### config.mk
export PLATFORM = sky130hd
export DESIGN_NAME = seg7_scan_decoder
export DESIGN_NICKNAME = d
export VERILOG_FILES = /design/src/rtl/seg7_scan_decoder.sv
export SDC_FILE = /design/constraint.sdc
export NUM_CORES = 1
export LEC_CHECK = 0
export CAP_MARGIN = 40
export CORE_UTILIZATION = 60
export DETAILED_ROUTE_END_ITERATION = 6
export DONT_BUFFER_PORTS = 1
export PLACE_DENSITY = 0.76
export SLEW_MARGIN = 20
export SYNTH_ARGS = -nofsm -noshare
export SYNTH_HDL_FRONTEND = slang
export SYNTH_SLANG_ARGS = --single-unit
export TNS_END_PERCENT = 100
### constraint.sdc
create_clock -name clk -period 7.25 [get_ports clk]
set_input_delay 2.175 -clock clk [delete_from_list [all_inputs] [get_ports clk]]
set_output_delay 2.175 -clock clk [all_outputs]
set_load 0.02 [all_outputs]
### src/rtl/seg7_scan_decoder.sv
`default_nettype none
// +----------------------------------------------------------------------------+
// | Module  : seg7_scan_decoder                                                |
// | Brief   : Captures debounced dwells of a scanned active-low 7-seg bus and  |
// |           decodes each digit back to a hex nibble, flagging bad patterns.  |
// | Revision: 1.0  initial release                                             |
// +----------------------------------------------------------------------------+
module seg7_scan_decoder #(
    parameter int DIGITS        = 4,
    parameter int STABLE_CYCLES = 4
) (
    input  logic                  clk,
    input  logic                  rst,
    input  logic [DIGITS-1:0]     an_n,
    input  logic [7:0]            seg_n,
    input  logic                  clear,
    output logic [4*DIGITS-1:0]   digits_out,
    output logic [DIGITS-1:0]     dp_out,
    output logic [DIGITS-1:0]     digit_valid,
    output logic                  all_valid,
    output logic                  invalid_pulse,
    output logic                  frame_valid,
    output logic [7:0]            err_count
);

    localparam logic [7:0] c_stable    = 8'(STABLE_CYCLES);
    localparam logic [7:0] c_stable_m1 = 8'(STABLE_CYCLES - 1);

    logic [DIGITS-1:0] r_samp_an;
    logic [7:0]        r_samp_seg;
    logic [7:0]        r_cnt;
    logic [DIGITS-1:0] r_seen;
    logic              r_invalid;
    logic              r_frame;
    logic [7:0]        r_err;

    logic              w_match;
    logic [DIGITS-1:0] w_low;
    logic              w_onehot;
    logic              w_capture;
    logic              w_legal;
    logic [3:0]        w_nib;
    logic [DIGITS-1:0] w_seen_next;

    // Returns {legal, nibble} for a..g (active low, a in the MSB).
    function automatic logic [4:0] decode(input logic [6:0] p);
        case (p)
            7'b0000001: decode = {1'b1, 4'h0};
            7'b1001111: decode = {1'b1, 4'h1};
            7'b0010010: decode = {1'b1, 4'h2};
            7'b0000110: decode = {1'b1, 4'h3};
            7'b1001100: decode = {1'b1, 4'h4};
            7'b0100100: decode = {1'b1, 4'h5};
            7'b0100000: decode = {1'b1, 4'h6};
            7'b0001111: decode = {1'b1, 4'h7};
            7'b0000000: decode = {1'b1, 4'h8};
            7'b0000100: decode = {1'b1, 4'h9};
            7'b0001100: decode = {1'b1, 4'h9};
            7'b0001000: decode = {1'b1, 4'hA};
            7'b1100000: decode = {1'b1, 4'hB};
            7'b0110001: decode = {1'b1, 4'hC};
            7'b1000010: decode = {1'b1, 4'hD};
            7'b0110000: decode = {1'b1, 4'hE};
            7'b0111000: decode = {1'b1, 4'hF};
            default:    decode = 5'b0_0000;
        endcase
    endfunction

    assign w_match     = (an_n == r_samp_an) && (seg_n == r_samp_seg);
    assign w_low       = ~r_samp_an;
    assign w_onehot    = (w_low != '0) && ((w_low & (w_low - DIGITS'(1))) == '0);
    // Firing only on the cnt == STABLE-1 step gives one capture per dwell.
    assign w_capture   = w_match && (r_cnt == c_stable_m1) && w_onehot;
    assign {w_legal, w_nib} = decode(r_samp_seg[7:1]);
    assign w_seen_next = r_seen | w_low;

    always_ff @(posedge clk) begin
        if (rst) begin
            r_samp_an  <= '1;
            r_samp_seg <= 8'hFF;
            r_cnt      <= 8'd0;
        end else begin
            r_samp_an  <= an_n;
            r_samp_seg <= seg_n;
            if (!w_match) begin
                r_cnt <= 8'd0;
            end else if (r_cnt != c_stable) begin
                r_cnt <= r_cnt + 8'd1;
            end
        end
    end

    always_ff @(posedge clk) begin
        if (rst) begin
            r_seen    <= '0;
            r_invalid <= 1'b0;
            r_frame   <= 1'b0;
            r_err     <= 8'd0;
        end else if (clear) begin
            r_seen    <= '0;
            r_invalid <= 1'b0;
            r_frame   <= 1'b0;
            r_err     <= 8'd0;
        end else begin
            r_invalid <= 1'b0;
            r_frame   <= 1'b0;
            if (w_capture) begin
                if (w_seen_next == '1) begin
                    r_frame <= 1'b1;
                    r_seen  <= '0;
                end else begin
                    r_seen  <= w_seen_next;
                end
                if (!w_legal) begin
                    r_invalid <= 1'b1;
                    if (r_err != 8'hFF) begin
                        r_err <= r_err + 8'd1;
                    end
                end
            end
        end
    end

    generate
        for (genvar k = 0; k < DIGITS; k++) begin : g_digit
            logic [3:0] r_nib;
            logic       r_dp;
            logic       r_valid;

            always_ff @(posedge clk) begin
                if (rst) begin
                    r_nib   <= 4'h0;
                    r_dp    <= 1'b0;
                    r_valid <= 1'b0;
                end else if (clear) begin
                    r_valid <= 1'b0;
                end else if (w_capture && w_low[k]) begin
                    r_dp    <= ~r_samp_seg[0];
                    r_valid <= w_legal;
                    if (w_legal) begin
                        r_nib <= w_nib;
                    end
                end
            end

            assign digits_out[4*k +: 4] = r_nib;
            assign dp_out[k]            = r_dp;
            assign digit_valid[k]       = r_valid;
        end
    endgenerate

    assign all_valid     = &digit_valid;
    assign invalid_pulse = r_invalid;
    assign frame_valid   = r_frame;
    assign err_count     = r_err;

endmodule
`default_nettype wire
# Yosys cells after proc, flatten, opt, wreduce, memory -nomap -nowiden
# Index checks and enable logic that the tools add are counted.
[totals]
inputBits = 15
regBits = 58
out_inout_bits = 35
[op_classes]
eq_ne = 22
add_sub_neg = 3
bitwise = 8
reduce_logical = 25
muxes = 4
[ops]
columns = ["operator", "count"]
rows = [
  ["case mux 5 bit (16 select lines)", 1],
  ["equality test 7 x 6 -> 1 bit (second input constant)", 5],
  ["equality test 7 bit (second input constant)", 4],
  ["equality test 7 x 4 -> 1 bit (second input constant)", 3],
  ["adder 8 x 1 -> 8 bit (second input constant)", 2],
  ["AND reduction 3 bit", 5],
  ["equality test 7 x 3 -> 1 bit (second input constant)", 2],
  ["equality test 8 x 2 -> 1 bit (second input constant)", 1],
  ["equality test 8 bit", 1],
  ["logical AND 1 bit", 8],
  ["inequality test 8 x 3 -> 1 bit (second input constant)", 1],
  ["inequality test 8 bit (second input constant)", 1],
  ["AND reduction 2 bit", 4],
  ["equality test 7 x 1 -> 1 bit (second input constant)", 1],
  ["equality test 7 x 5 -> 1 bit (second input constant)", 1],
  ["logical NOT 7 bit", 1],
  ["OR reduction 2 bit", 3],
  ["NOT 1 bit", 5],
  ["bitwise AND 4 bit", 1],
  ["equality test 4 bit", 1],
  ["equality test 4 bit (second input constant)", 1],
  ["logical NOT 4 bit", 1],
  ["2-to-1 mux 4 bit", 1],
  ["NOT 4 bit", 1],
  ["6 further kinds", 7],
]

# Depth between registers and ports, before layout
[depth]
ltp_word = 8
mapped_depth = 9

# Least setup slack after synthesis
# Ideal clock, no wire load.
[synth_path]
path_kind = "input to register"
from = "input seg_n[2]"
to = "register g_digit[0].r_nib[0]"
setup_time_ps = 121
setup_slack_ps = 3276
stages = 7
n_path_buf = 1
t_arrival_ps = 3853
t_required_ps = 7129
path_cell_list = "xor2_1 nor4_2 nand3_1 or2_4 buf_6 nor4_4 mux2_4"
[synth_via]
elab_chain_len = 6
[synth_lines]
columns = ["element", "line_no", "text"]
rows = [
  ["start, declared", "15", "input logic [7:0] seg_n,"],
  ["equality test 8 bit", "69", "assign w_match = (an_n == r_samp_an) && (seg_n == r_samp_seg);"],
  ["logical AND 1 bit", "69", ""],
  ["logical AND 1 bit (2 in series)", "73", "assign w_capture = w_match && (r_cnt == c_stable_m1) && w_onehot;"],
  ["logical AND 1 bit", "137", "end else if (w_capture && w_low[k]) begin"],
  ["AND reduction 3 bit (no line)", "--", ""],
  ["end signal, assigned", "141", "r_nib <= w_nib;"],
  ["end, declared", "126", "logic [3:0] r_nib;"],
]
# No other way between the ends.
# A chain may end at the register's enable or synchronous reset.

# Final worst setup path
[layout_path]
from = "input seg_n[2]"
to = "register g_digit[2].r_nib[0]"
[layout_via]
elab_chain_len = 6
[layout_lines]
columns = ["element", "line_no"]
rows = [
  ["equality test 8 bit", "69"],
  ["logical AND 1 bit", "69"],
  ["logical AND 1 bit (2 in series)", "73"],
  ["logical AND 1 bit", "137"],
  ["AND reduction 3 bit (no line)", "--"],
  ["end signal, assigned", "141"],
  ["end, declared", "126"],
]
# No other way between the ends.

==> flow_metrics.py <==
metrics = {
    "pwr": {
        "power_frac_comb_pct": 3.5,
        "power.net_switching_mw": 0.156,
        "power_frac_seq_pct": 49.3,
        "power.share.clock_pct": 47.2,
        "p_total_mw": 0.678,
        "p_per_area_nw_per_um2": 219,
        "sw_frac_of_total_pct": 23.1,
        "intPower_mw": 0.521,
        "peakVddDrop_mv": 0.166,
        "leakage_nw": 1.06,
    },
    "sta": {
        "report.final.slew_viol_count": 0,
        "timing.final.ws_setup_ns": 3.30,
        "fin_hold_viols": 0,
        "worstMarginPinSlew_ns": 0.746,
        "skew_ns": 0.00550,
        "grt_setup_unrepaired": "no",
        "final_cycle_share_pct": 54.4,
        "finalSetupViolCount": 0,
        "slew-limit-headroom_pct": 49.8,
        "min_period_ns": 3.95,
        "setup_total_negative_slack_ns": 0,
        "achievable-frequency_mhz": 253,
    },
    "die": {
        "core_area_sq_um": 4720,
        "top_level_ports": 50,
        "design.die.area_sq_um": 5220,
        "rows": 25,
        "die_h_microns": 72.3,
        "fp.dieW_microns": 72.3,
        "start_util_pct": 62.7,
    },
    "critical_path": {
        "critPathMaxFanout": 22,
        "worstPathBufferInverterCount": 0,
        "endpoint_kind": "flop",
        "worstPathArrival_ns": 4.17,
        "cp_cell_sequence": "xor2_1 > nor4_2 > nand3_1 > or2_4 > nor4_2 > mux2_1",
        "crit_path_top_delay_cell": "sky130_fd_sc_hd__nor4_2",
        "timing.critical_path.mode_cell": "sky130_fd_sc_hd__nor4_2",
        "crit_path_max_incr_delay_ns": 0.47,
        "cp_top_family": "simple AND/OR/NAND/NOR gates",
        "worst-endpoint-required_ns": 7.47,
        "critical_path.startpoint_type": "input pin",
        "timing_worst_setup_path_type": "in -> reg",
    },
    "synth": {
        "post-synth-top-area-cell": "sky130_fd_sc_hd__dfxtp_1",
        "count_of_state_elements_after_synthesis": 58,
        "synth_async_sr_flop_share_pct": 0,
        "synth-main-ff-cell": "sky130_fd_sc_hd__dfxtp_1",
        "yosys_warnings": 0,
        "synth_area_per_cell_sq_um": 9.23,
        "yosys.cell_types.count": 53,
        "synth_fp_nets": 339,
        "synth_top_cell_area_share_pct": 39.2,
        "synth-edff-count": 0,
        "ys_top_cells_by_area": "sky130_fd_sc_hd__dfxtp_1 39%, sky130_fd_sc_hd__xor2_1 5.6%, sky130_fd_sc_hd__mux2i_1 3.4%",
        "netlist_instances": 321,
        "sequential_element_share_of_the_synthesized_area_pct": 39.2,
        "mappedNetlistArea_sq_um": 2960,
    },
    "route": {
        "drt_iter0_markers": 159,
        "ant_nets": 0,
        "via_count": 2239,
        "route.detailed.drc": 0,
        "drt-wirelength-per-cell_microns": 16.2,
        "routed_wl_mm": 6.08,
        "number_of_iterations_in_the_first_detailed_routing_pass": 4,
        "drt-vias-per-instance": 5.97,
    },
    "clock_tree": {
        "clkSinkCount": 58,
        "cts_buffers": 9,
        "cts.reportedPaths.clkPinSlew_ns": 0.07,
        "cts.htree.levels": 3,
        "tritoncts": "built",
        "postCtsResizedCells": 0,
        "cts_post_setup_buffers_inserted": 0,
        "cts_buffer_depth": 2,
        "clkLatencyLatePin_ns": 0.34,
        "clock-root-buffer": "sky130_fd_sc_hd__clkbuf_8",
        "cts_hold_buf": 0,
    },
    "cells_and_area": {
        "nNetsFinal": 321,
        "most_frequent_standard_cell_in_the_layout_excluding_fill_and_tap_cells": "sky130_fd_sc_hd__dfxtp_1",
        "area_growth_syn_to_layout_pct": 4.27,
        "ff_latch_area_sq_um": 1160,
        "final.fill_count": 390,
        "multi_input_comb_area_sq_um": 1570,
        "final_layout_size_suffix_gt1_share_pct": 14.3,
        "layout.cells.most_common_list": "58 x sky130_fd_sc_hd__dfxtp_1, 19 x sky130_fd_sc_hd__xor2_1, 17 x sky130_fd_sc_hd__inv_1, 16 x sky130_fd_sc_hd__nor2_1, 15 x sky130_fd_sc_hd__nand3_1",
        "antennaDiodeCount": 0,
    },
    "global_route": {
        "grt_use_total_pct": 25.5,
        "first_pass_grt_wire_length_mm": 10.2,
        "top_usage_layer": "met2",
        "via_count_of_the_first_global_routing_pass": 2132,
        "grt_use_met1_pct": 33.3,
        "pin_count_of_the_biggest_net_entering_global_routing": 43,
        "grtUsageMet2_pct": 37.5,
        "grt_antenna_before_repair": 0,
        "use_met3_pct": 8.19,
        "residual_overflow_from_global_routing": 0,
    },
    "status": {
        "status": "completed",
    },
    "hold_path": {
        "hold_wc_path_type": "reg -> reg",
    },
    "placement": {
        "place_ws_ns": 2.94,
        "post-dp-hpwl_mm": 4.17,
        "finalWeightedCongestion": 0.877,
        "buffer_ports.inserted": 0,
    },
    "flow_run": {
        "cap_violations": 0,
    },
}
logic make-up (layout without fill, tap and decap cells):
logic type                 after synthesis  after routing  share of synthesized area [%]
AOI/OAI and AO/OA                       51             51                           12.2
xor gates and xnor gates                22             22                           6.51
adders and majority gates                3              3                           1.27
buffers and inverters                   46             33                           7.94
DFF                                     58             58                           39.2
muxes                                   15             15                           5.41
and+or+nand+nor                        126            126                           27.5
path summary, 6_finish.rpt:
check / startpoint / end / slack, ns / cells past startpoint
setup / recovery: seg_n[2] / g_digit[2].r_nib[0]$_SDFFE_PP0P_ / 3.30 / 6
hold / removal: r_seen[2]$_SDFFE_PP0P_ / r_seen[2]$_SDFFE_PP0P_ / 0.48 / 1
setup reg to reg: r_samp_an[1]$_SDFF_PP1_ / g_digit[2].r_nib[0]$_SDFFE_PP0P_ / 4.48 / 6
hold reg to reg: r_seen[2]$_SDFFE_PP0P_ / r_seen[2]$_SDFFE_PP0P_ / 0.48 / 1
synthesized netlist by cell type (6+ instances only):
library cell / instances
sky130_fd_sc_hd__nor3_1: 9
sky130_fd_sc_hd__nand2_1: 11
sky130_fd_sc_hd__o32ai_1: 9
sky130_fd_sc_hd__or3_1: 6
sky130_fd_sc_hd__a21oi_1: 10
sky130_fd_sc_hd__nand3_1: 15
sky130_fd_sc_hd__buf_4: 8
sky130_fd_sc_hd__or2_2: 13
sky130_fd_sc_hd__nor2b_1: 6
sky130_fd_sc_hd__nor2_1: 16
sky130_fd_sc_hd__and3_1: 8
sky130_fd_sc_hd__dfxtp_1: 58
sky130_fd_sc_hd__mux2i_1: 10
sky130_fd_sc_hd__or4_1: 7
sky130_fd_sc_hd__buf_2: 8
sky130_fd_sc_hd__xor2_1: 19
sky130_fd_sc_hd__o31ai_1: 8
sky130_fd_sc_hd__inv_1: 17
sky130_fd_sc_hd__clkbuf_1: 9
per-stage QoR:
stage,util [%],hold WS (ns),std cells,area (sq um)
6_report,65.4,0.477,375,3090
5_1_grt,65.4,0.506,375,3090
4_1_cts,65.4,0.478,375,3090
3_5_place_dp,60.8,0.461,359,2870
3_3_place_gp,60.8,0.446,359,2870
2_1_floorplan,-,0.441,321,2960
state kept, by name, indices dropped and copies added (netlist names):
register	cells
g_digit.r_nib	16
r_seen	4
g_digit.r_dp	4
r_samp_an	4
err_count	8
g_digit.r_valid	4
r_samp_seg	8
r_cnt	8
frame_valid	1
invalid_pulse	1
final cells by class:
class	instances	area share (%)
multi-input combinational	217	50.7
sequential	58	37.6
clock buffer	12	5.35
tap	67	2.71
inverter	17	2.07
clock inverter	4	1.58
per-layer routing:
layer | vias to the layer above | wire length [microns]
li1 | 1112 | -
met1 | 1037 | 2800
met2 | 81 | 2740
met3 | 9 | 454
met4 | 0 | 88
met5 | - | 0
power groups by stage:
| stage | registers (mW) | clock network [mW] | logic (mW) |
|---|---|---|---|
| 6_report | 0.334 | 0.320 | 0.0239 |
| 5_1_grt | 0.335 | 0.335 | 0.0268 |
| 4_1_cts | 0.334 | 0.322 | 0.0239 |
| 3_5_place_dp | 0.341 | 0 | 0.0238 |
| 3_3_place_gp | 0.341 | 0 | 0.0234 |
| 2_1_floorplan | 0.332 | 0 | 0.0332 |
Power figures use the tool's default switching activity.
==> RTL edit: new RTL, same settings <==
Register the inputs `an_n`, `seg_n` and `clear` before use, cleared by the reset. The logic sees them one clock later.
--- a/src/rtl/seg7_scan_decoder.sv
+++ b/src/rtl/seg7_scan_decoder.sv
@@ -27,2 +27,18 @@
     localparam logic [7:0] c_stable_m1 = 8'(STABLE_CYCLES - 1);
+
+    logic [DIGITS-1:0] an_n_q;
+    logic [7:0] seg_n_q;
+    logic clear_q;
+
+    always_ff @(posedge clk) begin
+        if (rst) begin
+            an_n_q  <= '0;
+            seg_n_q <= '0;
+            clear_q <= '0;
+        end else begin
+            an_n_q  <= an_n;
+            seg_n_q <= seg_n;
+            clear_q <= clear;
+        end
+    end
 
@@ -68,3 +84,3 @@
 
-    assign w_match     = (an_n == r_samp_an) && (seg_n == r_samp_seg);
+    assign w_match     = (an_n_q == r_samp_an) && (seg_n_q == r_samp_seg);
     assign w_low       = ~r_samp_an;
@@ -82,4 +98,4 @@
         end else begin
-            r_samp_an  <= an_n;
-            r_samp_seg <= seg_n;
+            r_samp_an  <= an_n_q;
+            r_samp_seg <= seg_n_q;
             if (!w_match) begin
@@ -98,3 +114,3 @@
             r_err     <= 8'd0;
-        end else if (clear) begin
+        end else if (clear_q) begin
             r_seen    <= '0;
@@ -134,3 +150,3 @@
                     r_valid <= 1'b0;
-                end else if (clear) begin
+                end else if (clear_q) begin
                     r_valid <= 1'b0;
Behaviour: not the same (a bounded check fails within 10 cycles, from zero or initial values and one cycle with rst high).
==> RTL edit against the original RTL <==
- worst setup slack better by 610 ps
- sequential share of layout area increased by 3.7 points
- global-route usage decreased by 2.4 points
- first-iteration DRC count decreased by 5.7%
- utilization up 0.73 points
- clock skew rose by 2.3 ps
- via count rose by 7.2%
- power is 12% higher
- synthesized area grew 12%
- final area grew 11%
- wire length grew 3.1%
- final cell count grew 9.1%
- sequential cell count grew 13
- critical path type is now flip-flop to output pin
- largest cell class unchanged
- largest power group unchanged
==> RTL edit: results (changes against the original RTL) <==
** Logic synthesis
- Sorting the synthesized cells by how often they occur yields 71 x sky130_fd_sc_hd__dfxtp_1, 29 x sky130_fd_sc_hd__nand2_1, 20 x sky130_fd_sc_hd__xor2_1.
- Seq/Total Area, Yosys :: 42.8% (+3.6 points)
- In the post-synthesis netlist, the biggest area contributors are sky130_fd_sc_hd__dfxtp_1 43%, sky130_fd_sc_hd__mux2i_1 5.4%, sky130_fd_sc_hd__xor2_1 5.3%, sky130_fd_sc_hd__nand2_1 3.3%, sky130_fd_sc_hd__nor2b_1 3.2%.
- The net count after synthesis came to 369 (+8.8%).
- Mux cell area share after synthesis :: 5.76% (+0.36 points)
- The synthesized-area fraction occupied by adder cells is 1.13% (-0.14 points).

** Worst setup path
- The maximum fanout count along the critical path came to 3 (-86%).
- Launch point of the worst reg-to-reg path :: r_samp_an[2]
- R2R Path End :: err_count[4]
- In this run the worst setup path begins at g_digit[0].r_valid.
- Crit path DAT :: 1160 ps (-3010 ps)
- Register-to-register setup slack :: 4590 ps (+110 ps)
- Cell family contributing the most delay on the critical path :: flip-flops

** Global route
- Met3 GRT Util :: 8.98% (+0.79 points)
- The number of global-route vias before repair is 2197 (+3.0%).
- Global router's overall resource usage :: 23.0% (-2.4 points)
- GRT met2 Usage :: 36.9% (-0.55 points)
- Global-route wire length before repair :: 10400 µm (+2.4%)
- Met1 usage in global routing :: 27.8% (-5.5 points)

** Worst hold path
- In this run the most critical hold path is launched from an_n_q[2].
- Endpoint with the worst hold slack :: r_samp_an[2]

** STA
- Clock Skews :: 7.79 ps (+2.30 ps)
- Setup slack after layout :: 3920 ps (+613 ps)
- The transition at the pin with the smallest max-transition slack is 698 ps (-48.1 ps).

** Power and ir drop
- Power density of the placed cells :: 221 nW/µm² (+0.75%)
- Power dissipated in combinational cells :: 36.4 µW (+52%)
- The maximum vdd ir drop was 0.211 mV (+27%).
- The power in sequential cells is 415 µW (+24%).
- Switch share :: 23.3% (+0.26 points)

** Routing
- Routed length per instance :: 15.3 µm (-5.4%)
- The iteration-0 DRC count of the detailed router is 150 (-5.7%).
- Detailed-routed wire length on met2 :: 3100 µm (+13%)
- The overall via count from detail_route was 2401 (+7.2%).
- M1 WL :: 2740 µm (-2.0%)

** Placement
- Pre-CTS setup slack :: 4180 ps (+1240 ps)

** Status
- The flow ran to the end, and the final reports show no timing, DRC or antenna violations.

** Layout
- Layout fillers :: 426 (+9.2%)
- Layout cell share with drive strength beyond 1 :: 12.1% (-2.2 points)
- Final net count :: 352 (+9.7%)
==> RTL edit: stage by stage <==
step / hold slack (ps) / instances / util (%)
global route: 486 / 409 / 66.1
global placement: 443 / 392 / 62.0
floorplan: 438 / 351 / -
detailed placement: 452 / 393 / 62.3
finish: 463 / 409 / 66.1
CTS: 470 / 409 / 66.1
==> RTL edit: final cells by class <==
cell class,instances,area [µm²],share of cell area [%]
well taps,70,87.6,2.55
flip-flops and latches,71,1420,41.3
clock buffers,11,141,4.11
multi-input cells,242,1680,48.9
repair buffers,1,15.0,0.436
inverters,9,33.8,0.982
clock inverters,5,57.6,1.67
==> RTL edit: how the worst max path moves through the flow <==
stage	endpoint	depth (start not counted)
2_1_floorplan	g_digit[1].r_nib[3]	5
3_3_place_gp	r_seen[3]	3
3_5_place_dp	g_digit[3].r_nib[3]	4
4_1_cts	all_valid	1
5_1_grt	all_valid	1
6_report	all_valid	1
